$ cat src/rtl/lsu_ctrl.sv
// lsu_ctrl: sequences one CPU load/store at a time through the memunit handshake,
// moving data between the register file and memory with a per-phase timeout.
module lsu_ctrl #(
    parameter logic [15:0] TIMEOUT_CYCLES = 16'd4096
) (
    input  logic        clk,
    input  logic        nrst,
    input  logic        req_valid,
    input  logic        req_load,
    input  logic [15:0] req_addr,
    input  logic [3:0]  req_reg,
    output logic        req_ready,
    output logic        done,
    output logic        err,
    output logic [15:0] m_addr,
    output logic        m_enable,
    output logic        m_rwn,
    output logic [15:0] m_idata,
    input  logic        m_ready,
    input  logic [15:0] m_odata,
    input  logic        m_data_valid,
    output logic [3:0]  rf_wsel,
    output logic [15:0] rf_wdata,
    output logic        rf_we,
    output logic [3:0]  rf_rsel,
    input  logic [15:0] rf_rdata
);
    typedef enum logic [2:0] {IDLE, ARM, ISSUE, WAIT, DONE} state_t;

    state_t      state;
    logic [15:0] cnt;
    logic        got_data;
    logic        expired;
    logic        take_data;

    // the cycle being decided is the TIMEOUT_CYCLES-th one spent in the phase
    assign expired   = cnt == TIMEOUT_CYCLES - 16'd1;
    assign take_data = m_rwn && m_data_valid && !got_data;

    always_ff @(posedge clk or negedge nrst) begin
        if (!nrst) begin
            state     <= IDLE;
            cnt       <= 16'd0;
            got_data  <= 1'b0;
            req_ready <= 1'b0;
            done      <= 1'b0;
            err       <= 1'b0;
            m_addr    <= 16'd0;
            m_enable  <= 1'b0;
            m_rwn     <= 1'b0;
            m_idata   <= 16'd0;
            rf_wsel   <= 4'd0;
            rf_wdata  <= 16'd0;
            rf_we     <= 1'b0;
            rf_rsel   <= 4'd0;
        end else begin
            rf_we <= 1'b0;
            done  <= 1'b0;
            err   <= 1'b0;
            cnt   <= cnt + 16'd1;
            case (state)
                IDLE: begin
                    req_ready <= 1'b1;
                    if (req_ready && req_valid) begin
                        req_ready <= 1'b0;
                        m_addr    <= req_addr;
                        m_rwn     <= req_load;
                        rf_rsel   <= req_reg;
                        got_data  <= 1'b0;
                        cnt       <= 16'd0;
                        state     <= ARM;
                    end
                end
                ARM: begin
                    if (m_ready) begin
                        if (!m_rwn) m_idata <= rf_rdata;
                        m_enable <= 1'b1;
                        cnt      <= 16'd0;
                        state    <= ISSUE;
                    end else if (expired) begin
                        done  <= 1'b1;
                        err   <= 1'b1;
                        state <= DONE;
                    end
                end
                ISSUE: begin
                    if (!m_ready) begin
                        m_enable <= 1'b0;
                        cnt      <= 16'd0;
                        state    <= WAIT;
                    end else if (expired) begin
                        m_enable <= 1'b0;
                        done     <= 1'b1;
                        err      <= 1'b1;
                        state    <= DONE;
                    end
                end
                WAIT: begin
                    if (!m_ready && expired) begin
                        done  <= 1'b1;
                        err   <= 1'b1;
                        state <= DONE;
                    end else begin
                        if (take_data) begin
                            rf_we    <= 1'b1;
                            rf_wsel  <= rf_rsel;
                            rf_wdata <= m_odata;
                            got_data <= 1'b1;
                        end
                        // read data arriving with the ready rise still counts as delivered
                        if (m_ready) begin
                            done  <= 1'b1;
                            err   <= m_rwn && !(got_data || take_data);
                            state <= DONE;
                        end
                    end
                end
                DONE: begin
                    req_ready <= 1'b1;
                    state     <= IDLE;
                end
                default: state <= IDLE;
            endcase
        end
    end
endmodule

$ cat config.mk
export PLATFORM = sky130hd
export DESIGN_NAME = lsu_ctrl
export DESIGN_NICKNAME = d
export VERILOG_FILES = /design/src/rtl/lsu_ctrl.sv
export SDC_FILE = /design/constraint.sdc
export NUM_CORES = 1
export LEC_CHECK = 0
export BUFFER_PORTS_ARGS = -buffer_cell sky130_fd_sc_hd__buf_2
export CORE_ASPECT_RATIO = 0.7
export CORE_MARGIN = 2
export CORE_UTILIZATION = 30
export DETAILED_ROUTE_END_ITERATION = 6
export GPL_TIMING_DRIVEN = 0
export PLACE_DENSITY = 0.62
export SLEW_MARGIN = 10
export SYNTH_ARGS = -nofsm -noshare
export SYNTH_HDL_FRONTEND = slang
export SYNTH_SLANG_ARGS = --single-unit
$ cat constraint.sdc
create_clock -name clk -period 2.9 [get_ports clk]
set_input_delay 0.145 -clock clk [delete_from_list [all_inputs] [get_ports clk]]
set_output_delay 0.145 -clock clk [all_outputs]
set_load 0.01 [all_outputs]
# ---- Word-level counts from Yosys, hierarchy flattened
# Cells that the tools add are included.
dict set report op_classes {
  reduce_logical 19
  bitwise_logic 2
  eq_ne 11
  muxes 33
  add_sub_neg 1
}
# cell n
set op_table {}
lappend op_table {{$mux W16} 3}
lappend op_table {{$pmux W16 S3} 1}
lappend op_table {{$mux W3} 6}
lappend op_table {{$mux W1} 17}
lappend op_table {{$add A16 B1 Y16 const B} 1}
lappend op_table {{$eq A16 B12 Y1 const B} 1}
lappend op_table {{$pmux W3 S4} 1}
lappend op_table {{$reduce_and A3 Y1} 3}
lappend op_table {{$ne A2 B2 Y1 const B} 4}
lappend op_table {{$eq A3 B2 Y1 const B} 2}
lappend op_table {{$ne A3 B3 Y1 const B} 2}
lappend op_table {{$pmux W1 S2} 3}
lappend op_table {{$pmux W1 S3} 2}
lappend op_table {{$reduce_bool A2 Y1} 3}
lappend op_table {{$logic_and A1 B1 Y1} 5}
lappend op_table {{$reduce_and A2 Y1} 2}
lappend op_table {{$reduce_and A4 Y1} 1}
lappend op_table {{$eq A3 B1 Y1 const B} 1}
lappend op_table {{$eq A3 B3 Y1 const B} 1}
lappend op_table {{$logic_not A1 Y1} 3}
lappend op_table {{$logic_not A3 Y1} 1}
lappend op_table {{$not A1 Y1} 2}
lappend op_table {{$logic_or A1 B1 Y1} 1}
dict set report word_totals {
  output_inout_bits 62
  reg_bits 82
  input_bits 58
}

# ---- Depth between registers and ports, before layout
# Gate-level depths: netlist of the first run.
dict set report logic_depth {
  ltp_word 8
  mapped_depth 6
}

# ---- Least setup slack after synthesis of the first run
# No wires, ideal clock.
dict set report synth_timing {
  kind {register to register}
  startpoint {register cnt[0]}
  endpoint {register rf_wdata[10]}
  stages_incl_launch_ff 7
  synth_period_minus_slack_ns 1.905
  arrival_time_ns 1.780
  setup_ns 0.125
  required_time_ns 2.775
  setup_slack_ns 0.995
  path_cell_list {dfrtp_1 > ha_1 > nand4_1 > nor3_2 > a21oi_2 > buf_6 > mux2_4}
}
dict set report synth_between {
  elab_chain_cells 4
}
# item line_no
set synth_rtl {}
lappend synth_rtl {{start: declaration} 31} ;# logic [15:0] cnt;
lappend synth_rtl {{start signal: assignment} 60} ;# cnt <= cnt + 16'd1;
lappend synth_rtl {{$eq A16 B12 Y1} 37} ;# assign expired = cnt == TIMEOUT_CYCLES - 16'd1;
lappend synth_rtl {{$logic_and A1 B1 Y1} 99} ;# if (!m_ready && expired) begin
lappend synth_rtl {{$not A1 Y1 (no line)} n/a}
lappend synth_rtl {{$reduce_and A3 Y1 (no line)} n/a}
lappend synth_rtl {{end signal: assignment} 107} ;# rf_wdata <= m_odata;
lappend synth_rtl {{end: declaration} 23} ;# output logic [15:0] rf_wdata,
# Every way passes these cells.
# A chain may end at the register's enable or synchronous reset.

# ---- Worst setup path in the final report of the first run
dict set report layout_timing {
  startpoint {register cnt[0]}
  endpoint {register rf_wsel[1]}
}
dict set report layout_between {
  elab_chain_cells 4
}
# item line_no
set layout_rtl {}
lappend layout_rtl {{$eq A16 B12 Y1} 37}
lappend layout_rtl {{$logic_and A1 B1 Y1} 99}
lappend layout_rtl {{$not A1 Y1 (no line)} n/a}
lappend layout_rtl {{$reduce_and A3 Y1 (no line)} n/a}
lappend layout_rtl {{end signal: assignment} 106} ;# rf_wsel <= rf_rsel;
lappend layout_rtl {{end: declaration} 22} ;# output logic [3:0] rf_wsel,
# Every way passes these cells.

==> reports/results.ini, run 1 <==
[route]
routed_wl_microns=7310
drt_first_pass_iters=4
post_drt_wl_per_cell_microns=13.6
viasPerCell=4.42
first_iter_violations=75
drc=0
ant_nets=0
vias=2375

[floorplan]
dieArea_sq_um=12400
start_util_pct=31.1
num_rows=32
die-height_microns=93.7
io_pins=120
die_x_microns=132
core-area_sq_um=11100

[sta]
max_freq_ghz=0.453
post-route-period-util_pct=76.2
worst_slack_ps=690
rsz0062_at_grt=no
hold_viol=0
finClkSkew_ps=7.09
slew_violations=0
finalSetupTns_ps=0
slew_headroom_pct=54.0
worst_pin_slew_ps=684
fin_crit_ps=2210
setup_viol=0

[synthesis]
syn_area_sq_um=3450
synth_edf_count=0
async_reset_ff_share_pct=100
ys_types=42
synth_top_cell_by_area=dfrtp_1
yosysMostFrequentCell=dfrtp_1
synthFlopType=dfrtp_1
synthCells=248
ys_seq_area_share_pct=59.5
synth_common_cells=dfrtp_1, mux2_2, nor2_1
synth_seq_cells=82
netlist.area_leader.share_pct=59.5
yosys-top-cells-area=dfrtp_1, mux2_2, mux2_1
synth_warnings=0
syn_nets=307
syn-mean-instance-area_sq_um=13.9

[power]
p_leak_nw=2.15
power.density_nw_per_um2=996
ir_drop_mv=0.388

[clock_tree]
tritoncts=built
clkSinkCount=82
htree_levels=3
path_clk_slew_ps=60
cts_setup_buffers=0
cts_buffers=9
clockBufferDepth=2
clkLatencyLatePin_ps=330
cts_hold_buf=1
cts-resized-gates=0
cts-root-buf=clkbuf_16

[global_route]
overflow=0
antenna_found_initial=0
met1_usage_pct=17.0
grtUsageMet2_pct=18.0
use_met3_pct=4.96
grt_start_max_net_pins=54
grt_pass1_wl_microns=12000
grt_pass1_vias=2364
globalRouteTotalUtil_pct=12.4
top_usage_layer=met2

[run_status]
status=finished, final reports clean

[cells_and_area]
seq_area_sq_um=2050
multi_input_area_sq_um=1320
drive_above_1_share_pct=50.0
final_cell_count_no_fill=537
postLayoutCoreUtil_pct=41.0
area_growth_syn_to_layout_pct=32.0
nNetsFinal=438
antenna_cells=0
fillers=1085

[setup_path]
crit_type=reg -> reg
arrival_ps=2420
rr_startpoint=cnt[0]
worstPathRequired_ps=3110
ff2ff_path_depth=6
end_kind=flop
reg2reg_to=rf_wsel[1]
crit_path_start_kind=flop
critPathMaxFanout=10
r2r_slack_ps=690

[hold_path]
min-delay-start=rf_rdata[13]
hold_path_class=in -> reg
hold_depth=2
min_to=m_idata[13]

[placement]
dp_hpwl_microns=5250
place.port_buffers=118
placedCellCount=520
finalWeightedCongestion=0.713
post-place-ws_ps=727

[job]
drv_cap=0

==> worst max-delay path by stage <==
stage,start,endpoint,cells after the start
detailed placement,cnt[0],rf_wsel[1],6
global route,state[1],cnt[4],5
CTS,cnt[0],rf_wsel[1],6
finish,cnt[0],rf_wsel[1],6
global placement,cnt[0],rf_wdata[15],6
floorplan,cnt[0],rf_wdata[10],6
==> sequential cells by signal, indices dropped and copies added (netlist names), 3 cells and up <==
signal	count
rf_wsel	4
m_idata	16
rf_rsel	4
state	3
rf_wdata	16
m_addr	16
cnt	16
==> power breakdown <==
part	switching [mW]	total [mW]	internal, mW
clock	0.466	1.05	0.585
sequential	0.258	1.87	1.61
combinational	0.792	1.61	0.820
==> critical path, cell delays in order (launching register included) <==
cell     delay, ps
dfrtp_1        460
ha_1           270
nand4_1        310
nor3_2         380
a21oi_2        160
buf_6          180
mux2_1         310
==> layer usage <==
metal  wire length, microns  vias to the layer above
li1                       -                     1142
met1                   3610                     1130
met2                   3060                       98
met3                    576                        5
met4                     59                        0
met5                      0                        -
==> placed cells by master (no fill, tap or decap), types with 2 or more instances in the layout <==
cell type     n
xor2_1        4
nor2b_1       4
buf_6         2
nand4_1       3
o21ai_0       2
o21ai_1       2
nor4_1        3
mux2_1       18
nor2_1       22
nand2_1       6
nand3_1       6
mux2_2       29
clkbuf_16     9
a21oi_1       6
clkinv_4      3
nor3_1        5
buf_2       122
clkinvlp_4    2
clkbuf_1      3
or3_1         2
inv_1         4
mux2_4       10
dfrtp_1      82
xnor2_1       9
==> through the flow <==
step	instance area [sq um]	power (mW)	hold WS, ps
after CTS	4550	4.61	11.8
after global placement	4230	3.46	358
after global routing	4550	4.84	11.2
final	4550	4.53	25.3
after floorplan	3450	2.84	-151
after detailed placement	4260	3.52	110
==> cell type report <==
cell class	instances	share of cell area [%]
flip-flops and latches	82	45.1
multi-input cells	152	29.0
repair buffers	120	13.9
clock buffers	9	4.95
well taps	153	4.21
plain buffers	10	1.29
clock inverters	7	1.21
inverters	4	0.330
==> logic make-up (layout without fill, tap and decap cells) <==
| kind of cell | after synthesis | count (layout) | synth area share, % |
|---|---|---|---|
| compound gates | 18 | 18 | 3.85 |
| simple gates | 63 | 63 | 11.1 |
| buf+inv | 14 | 150 | 2.14 |
| flops | 82 | 82 | 59.5 |
| xor+xnor | 13 | 13 | 3.30 |
| fa+ha+maj | 1 | 1 | 0.363 |
| mux | 57 | 57 | 19.7 |
(Power assumes the default switching activity.)
==> run 2, diff against run 1 <==
--- a/config.mk
+++ b/config.mk
@@ -11,7 +11,7 @@
 export CORE_UTILIZATION = 30
 export DETAILED_ROUTE_END_ITERATION = 6
 export GPL_TIMING_DRIVEN = 0
-export PLACE_DENSITY = 0.62
+export PLACE_DENSITY = 0.63
 export SLEW_MARGIN = 10
 export SYNTH_ARGS = -nofsm -noshare
 export SYNTH_HDL_FRONTEND = slang
==> constraint.sdc (replaced) <==
create_clock -name clk -period 1.8 [get_ports clk]
set_input_delay 0.09 -clock clk [delete_from_list [all_inputs] [get_ports clk]]
set_output_delay 0.09 -clock clk [all_outputs]
set_load 0.01 [all_outputs]
==> reports/results.ini, run 2 (same netlist as run 1, synthesis figures left out) <==
[sta]
worst_slack_ps=-10.2  ; was 690 ps
finalSetupTns_ps=-29.5  ; was 0 ps
setup_viol=5  ; was 0
rsz0062_at_grt=yes  ; was no
max_freq_ghz=0.552  ; was 0.453 GHz
slew_headroom_pct=66.5  ; was 54.0%
worst_pin_slew_ps=503  ; was 684 ps
hold_viol=0  ; unchanged
fin_crit_ps=1810  ; was 2210 ps
post-route-period-util_pct=101  ; was 76.2%
slew_violations=0  ; unchanged
whs_ps=164  ; was 25.3 ps
finClkSkew_ps=6.21  ; was 7.09 ps

[run_status]
status=finished with violations  ; was finished, final reports clean
violations=setup timing

[cells_and_area]
nNetsFinal=505  ; was 438
stdcell_area_sq_um=5310  ; was 4550 sq um
drive_above_1_share_pct=49.4  ; was 50.0%
antenna_cells=0  ; unchanged
area_growth_syn_to_layout_pct=54.2  ; was 32.0%
fillers=973  ; was 1,085
layout_commonest_cell=buf_2  ; unchanged
multi_input_area_sq_um=1400  ; was 1320 sq um
seq_area_sq_um=2060  ; was 2050 sq um
mostFrequentLayoutCells=buf_2, dfrtp_1, dlygate4sd3_1  ; was buf_2, dfrtp_1, mux2_2

[clock_tree]
clockBufferDepth=2  ; unchanged
cts_buffers=9  ; unchanged
path_clk_slew_ps=70  ; was 60 ps
cts-root-buf=clkbuf_16  ; unchanged
htree_levels=3  ; unchanged
tritoncts=built  ; unchanged
clkLatencyLatePin_ps=340  ; was 330 ps
clkSinkCount=82  ; unchanged

[setup_path]
worstPathRequired_ps=2030  ; was 3110 ps
cpPeakStageDelay_ps=580  ; was 460 ps
crit_type=reg -> reg  ; unchanged
cpMaxStageDelayCell=or4_4  ; was dfrtp_1
worstPathCellList=or4_4 > nor2_4 > a21oi_4 > buf_8 > mux2_4  ; was ha_1 > nand4_1 > nor3_2 > a21oi_2 > buf_6 > mux2_1
critPathMaxFanout=10  ; unchanged
crit_path_start_kind=flop  ; unchanged
arrival_ps=2040  ; was 2420 ps
end_kind=flop  ; unchanged
ff2ff_path_depth=5  ; was 6

[route]
viasPerCell=4.45  ; was 4.42
routed_wl_microns=8510  ; was 7310 microns
post_drt_wl_per_cell_microns=14.1  ; was 13.6 microns
ant_nets=0  ; unchanged
drc=0  ; unchanged
first_iter_violations=71  ; was 75
vias=2685  ; was 2,375
drt_first_pass_iters=4  ; unchanged

[placement]
dpl_cell_area_sq_um=4270  ; was 4260 sq um
place.port_buffers=118  ; unchanged
finalWeightedCongestion=0.750  ; was 0.713
post-place-ws_ps=-324  ; was 727 ps
dp_hpwl_microns=5290  ; was 5250 microns

[power]
total_power_mw=7.76  ; was 4.53 mW
ir_drop_mv=0.534  ; was 0.388 mV
p_leak_nw=2.49  ; was 2.15 nW
power.density_nw_per_um2=1460  ; was 996 nW/um^2

[floorplan]
io_pins=120  ; unchanged
num_rows=32  ; unchanged
core-area_sq_um=11100  ; unchanged
die_x_microns=132  ; unchanged
start_util_pct=31.1  ; unchanged
dieArea_sq_um=12400  ; unchanged
die-height_microns=93.7  ; unchanged

[global_route]
antenna_found_initial=0  ; unchanged
grt_pass1_vias=2743  ; was 2,364
overflow=0  ; unchanged
globalRouteTotalUtil_pct=14.2  ; was 12.4%
grt_start_max_net_pins=53  ; was 54
grt_pass1_wl_microns=13700  ; was 12,000 microns

[hold_path]
hold_depth=4  ; was 2
hold_path_class=in -> reg  ; unchanged

[job]
drv_cap=0  ; unchanged

-- run 2: per-layer routing --
metal	global-route usage (%)	part of all wire [%]
met1	17.7	44
met2	23.4	48
met3	5.02	7.7
met4	4.17	0.85
met5	0	0
-- run 2: critical path, delay by kind of cell (launching register included) --
family / cells / cell delay, ps
compound gates: 1 / 110
buf+inv: 1 / 170
flops: 1 / 380
simple gates: 2 / 720
mux: 1 / 310
-- run 2: cell type report --
cell class                 instances  area share [%]
buffer                             9            1.34
multi-input combinational        152            26.4
clock inverter                     7            1.11
timing repair buffer             188            24.3
clock buffer                       9            4.24
sequential                        82            38.7
inverter                           4           0.283
tap                              153            3.60
-- run 2: repair_timing --
item	4_1_cts	5_1_grt
endpoints found under the hold margin	83	0
resized for setup	8	16
buffers inserted	9	5
hold buffers	54	0
setup endpoints to repair	66	38
pin swaps	2	4
cloned	0	1
-- run 2: stage by stage --
stage,std cells,utilization [%]
5_1_grt,604,47.9
3_3_place_gp,519,38.2
2_1_floorplan,248,-
4_1_cts,598,46.8
3_5_place_dp,520,38.5
6_report,604,47.9
-- run 2: final timing paths --
check	start	end	slack, ps
worst max register to register	cnt[12]	rf_wdata[11]	-10
worst max-delay path	cnt[12]	rf_wdata[11]	-10
max in group asynchronous	nrst	cnt[0]	970
worst min register to register	rf_wdata[0]	rf_wdata[0]	490
worst min-delay path	m_data_valid	err	160
min in group asynchronous	nrst	m_addr[6]	240
-- run 2: power breakdown --
group,switching [mW],internal [mW]
clock,0.797,0.961
sequential,0.469,2.60
combinational,1.35,1.59
total,2.62,5.14
==> run 3, diff against run 2 <==
--- a/config.mk
+++ b/config.mk
@@ -9,6 +9,7 @@
 export CORE_ASPECT_RATIO = 0.7
 export CORE_MARGIN = 2
 export CORE_UTILIZATION = 30
+export CTS_BUF_LIST = sky130_fd_sc_hd__clkbuf_4 sky130_fd_sc_hd__clkbuf_8
 export DETAILED_ROUTE_END_ITERATION = 6
 export GPL_TIMING_DRIVEN = 0
 export PLACE_DENSITY = 0.63
==> reports/results.ini, run 3 (same netlist as run 1, synthesis figures left out) <==
[run_status]
status=finished with violations  ; unchanged
violations=setup timing  ; unchanged

[cells_and_area]
postLayoutCoreUtil_pct=47.3  ; was 47.9%
antenna_cells=0  ; unchanged
area_growth_syn_to_layout_pct=52.2  ; was 54.2%
stdcell_area_sq_um=5240  ; was 5310 sq um
drive_above_1_share_pct=50.4  ; was 49.4%
nNetsFinal=508  ; was 505
layout_commonest_cell=buf_2  ; unchanged
mostFrequentLayoutCells=buf_2, dfrtp_1, dlygate4sd3_1  ; unchanged

[route]
first_iter_violations=89  ; was 71
post_drt_wl_per_cell_microns=14.2  ; was 14.1 microns
viasPerCell=4.44  ; was 4.45
vias=2696  ; was 2,685
ant_nets=0  ; unchanged
drc=0  ; unchanged
routed_wl_microns=8630  ; was 8510 microns
drt_first_pass_iters=4  ; unchanged

[setup_path]
rr_startpoint=cnt[12]  ; unchanged
cpMaxStageDelayCell=or4_4  ; unchanged
critPathMaxFanout=10  ; unchanged
worstPathRequired_ps=2050  ; was 2030 ps
critical_path.top_delay_family=simple AND/OR/NAND/NOR gates  ; unchanged
ff2ff_path_depth=5  ; unchanged
cpPeakStageDelay_ps=580  ; about the same
crit_type=reg -> reg  ; unchanged
arrival_ps=2060  ; was 2040 ps
end_kind=flop  ; unchanged
worstPathCellList=or4_4 > nor2_4 > a21oi_4 > buf_8 > mux2_4  ; unchanged
r2r_slack_ps=-10  ; about the same
reg2reg_to=rf_wdata[3]  ; was rf_wdata[11]
worstPathBufferInverterCount=1  ; unchanged
crit_path_start_kind=flop  ; unchanged

[sta]
hold_viol=0  ; unchanged
slew_headroom_pct=67.4  ; was 66.5%
worst_slack_ps=-9.92  ; was -10.2 ps
slew_violations=0  ; unchanged
post-route-period-util_pct=101  ; about the same
rsz0062_at_grt=yes  ; unchanged
finClkSkew_ps=9.46  ; was 6.21 ps
max_freq_ghz=0.553  ; was 0.552 GHz
worst_pin_slew_ps=490  ; was 503 ps
setup_viol=3  ; was 5
fin_crit_ps=1810  ; about the same

[clock_tree]
clockBufferDepth=2  ; unchanged
path_clk_slew_ps=90  ; was 70 ps
clkLatencyLatePin_ps=360  ; was 340 ps
tritoncts=built  ; unchanged
clkSinkCount=82  ; unchanged
cts-root-buf=clkbuf_8  ; was clkbuf_16
cts_buffers=9  ; unchanged
htree_levels=3  ; unchanged

[floorplan]
start_util_pct=31.1  ; unchanged
die-height_microns=93.7  ; unchanged
die_x_microns=132  ; unchanged
core-area_sq_um=11100  ; unchanged
num_rows=32  ; unchanged
dieArea_sq_um=12400  ; unchanged
io_pins=120  ; unchanged

[power]
p_leak_nw=2.46  ; was 2.49 nW
ir_drop_mv=0.508  ; was 0.534 mV
power.density_nw_per_um2=1390  ; was 1460 nW/um^2

[placement]
dp_hpwl_microns=5290  ; unchanged
post-place-ws_ps=-324  ; unchanged
dpl_cell_area_sq_um=4270  ; unchanged
place.port_buffers=118  ; unchanged
finalWeightedCongestion=0.750  ; unchanged

[hold_path]
hold_depth=4  ; unchanged
min-delay-start=m_data_valid  ; unchanged
min_to=err  ; unchanged
hold_path_class=in -> reg  ; unchanged

[global_route]
antenna_found_initial=0  ; unchanged
globalRouteTotalUtil_pct=14.0  ; was 14.2%
grt_start_max_net_pins=53  ; unchanged
grt_pass1_wl_microns=13600  ; was 13,700 microns
grt_pass1_vias=2722  ; was 2,743
overflow=0  ; unchanged

[job]
drv_cap=0  ; unchanged

==> run 3: final cells by class <==
type                            count  area [sq um]
Sequential cell                    82          2060
Timing Repair Buffer              191          1310
Buffer                              9          71.3
Clock buffer                        9           124
Inverter                            4          15.0
Fill cell                         981          5850
Tap cell                          153           191
Multi-Input combinational cell    152          1410
Clock inverter                      7          58.8
==> run 3: metrics by stage <==
stage | instances | setup TNS, ps | power, mW | hold slack, ps
2_1_floorplan | 248 | -512 | 4.62 | -206
3_3_place_gp | 519 | -11250 | 5.61 | 303
3_5_place_dp | 520 | -14010 | 5.70 | 53.4
4_1_cts | 598 | -14.4 | 7.18 | 123
5_1_grt | 607 | -461 | 7.79 | 195
6_report | 607 | -21.0 | 7.29 | 162
==> run 3: power by group <==
part           total, mW  switching [mW]  leakage [nW]  internal, mW
clock               1.26           0.731        0.0929         0.528
sequential          3.07           0.473          1.01          2.59
combinational       2.96            1.37          1.36          1.60
==> run 3: layer usage <==
| metal | track usage, % | up-vias | share of wire, % |
|---|---|---|---|
| li1 | - | 1277 | - |
| met1 | 17.5 | 1293 | 43 |
| met2 | 23.3 | 124 | 48 |
| met3 | 4.96 | 2 | 7.9 |
| met4 | 3.62 | 0 | 0.34 |
| met5 | 0 | - | 0 |
==> run 3: worst min-delay path: stages <==
cell	delay (ps)
buf_2	90
o21ai_0	80
a21oi_1	150
nor3_2	70
==> run 3: worst max path at each step <==
| stage | startpoint | endpoint | depth (start not counted) |
|---|---|---|---|
| 2_1_floorplan | cnt[0] | rf_wdata[10] | 6 |
| 3_3_place_gp | cnt[0] | rf_wdata[14] | 6 |
| 3_5_place_dp | cnt[0] | rf_wdata[13] | 6 |
| 4_1_cts | state[2] | m_idata[15] | 5 |
| 5_1_grt | cnt[12] | rf_wdata[1] | 5 |
| 6_report | cnt[12] | rf_wdata[3] | 5 |
==> run 3: what timing repair did <==
action,in CTS,in global routing
resized for setup,9,18
endpoints found under the setup margin,66,38
cloned,0,1
buffers inserted,9,8
pin swaps,2,3
hold buffers,54,0
endpoints found under the hold margin,83,0
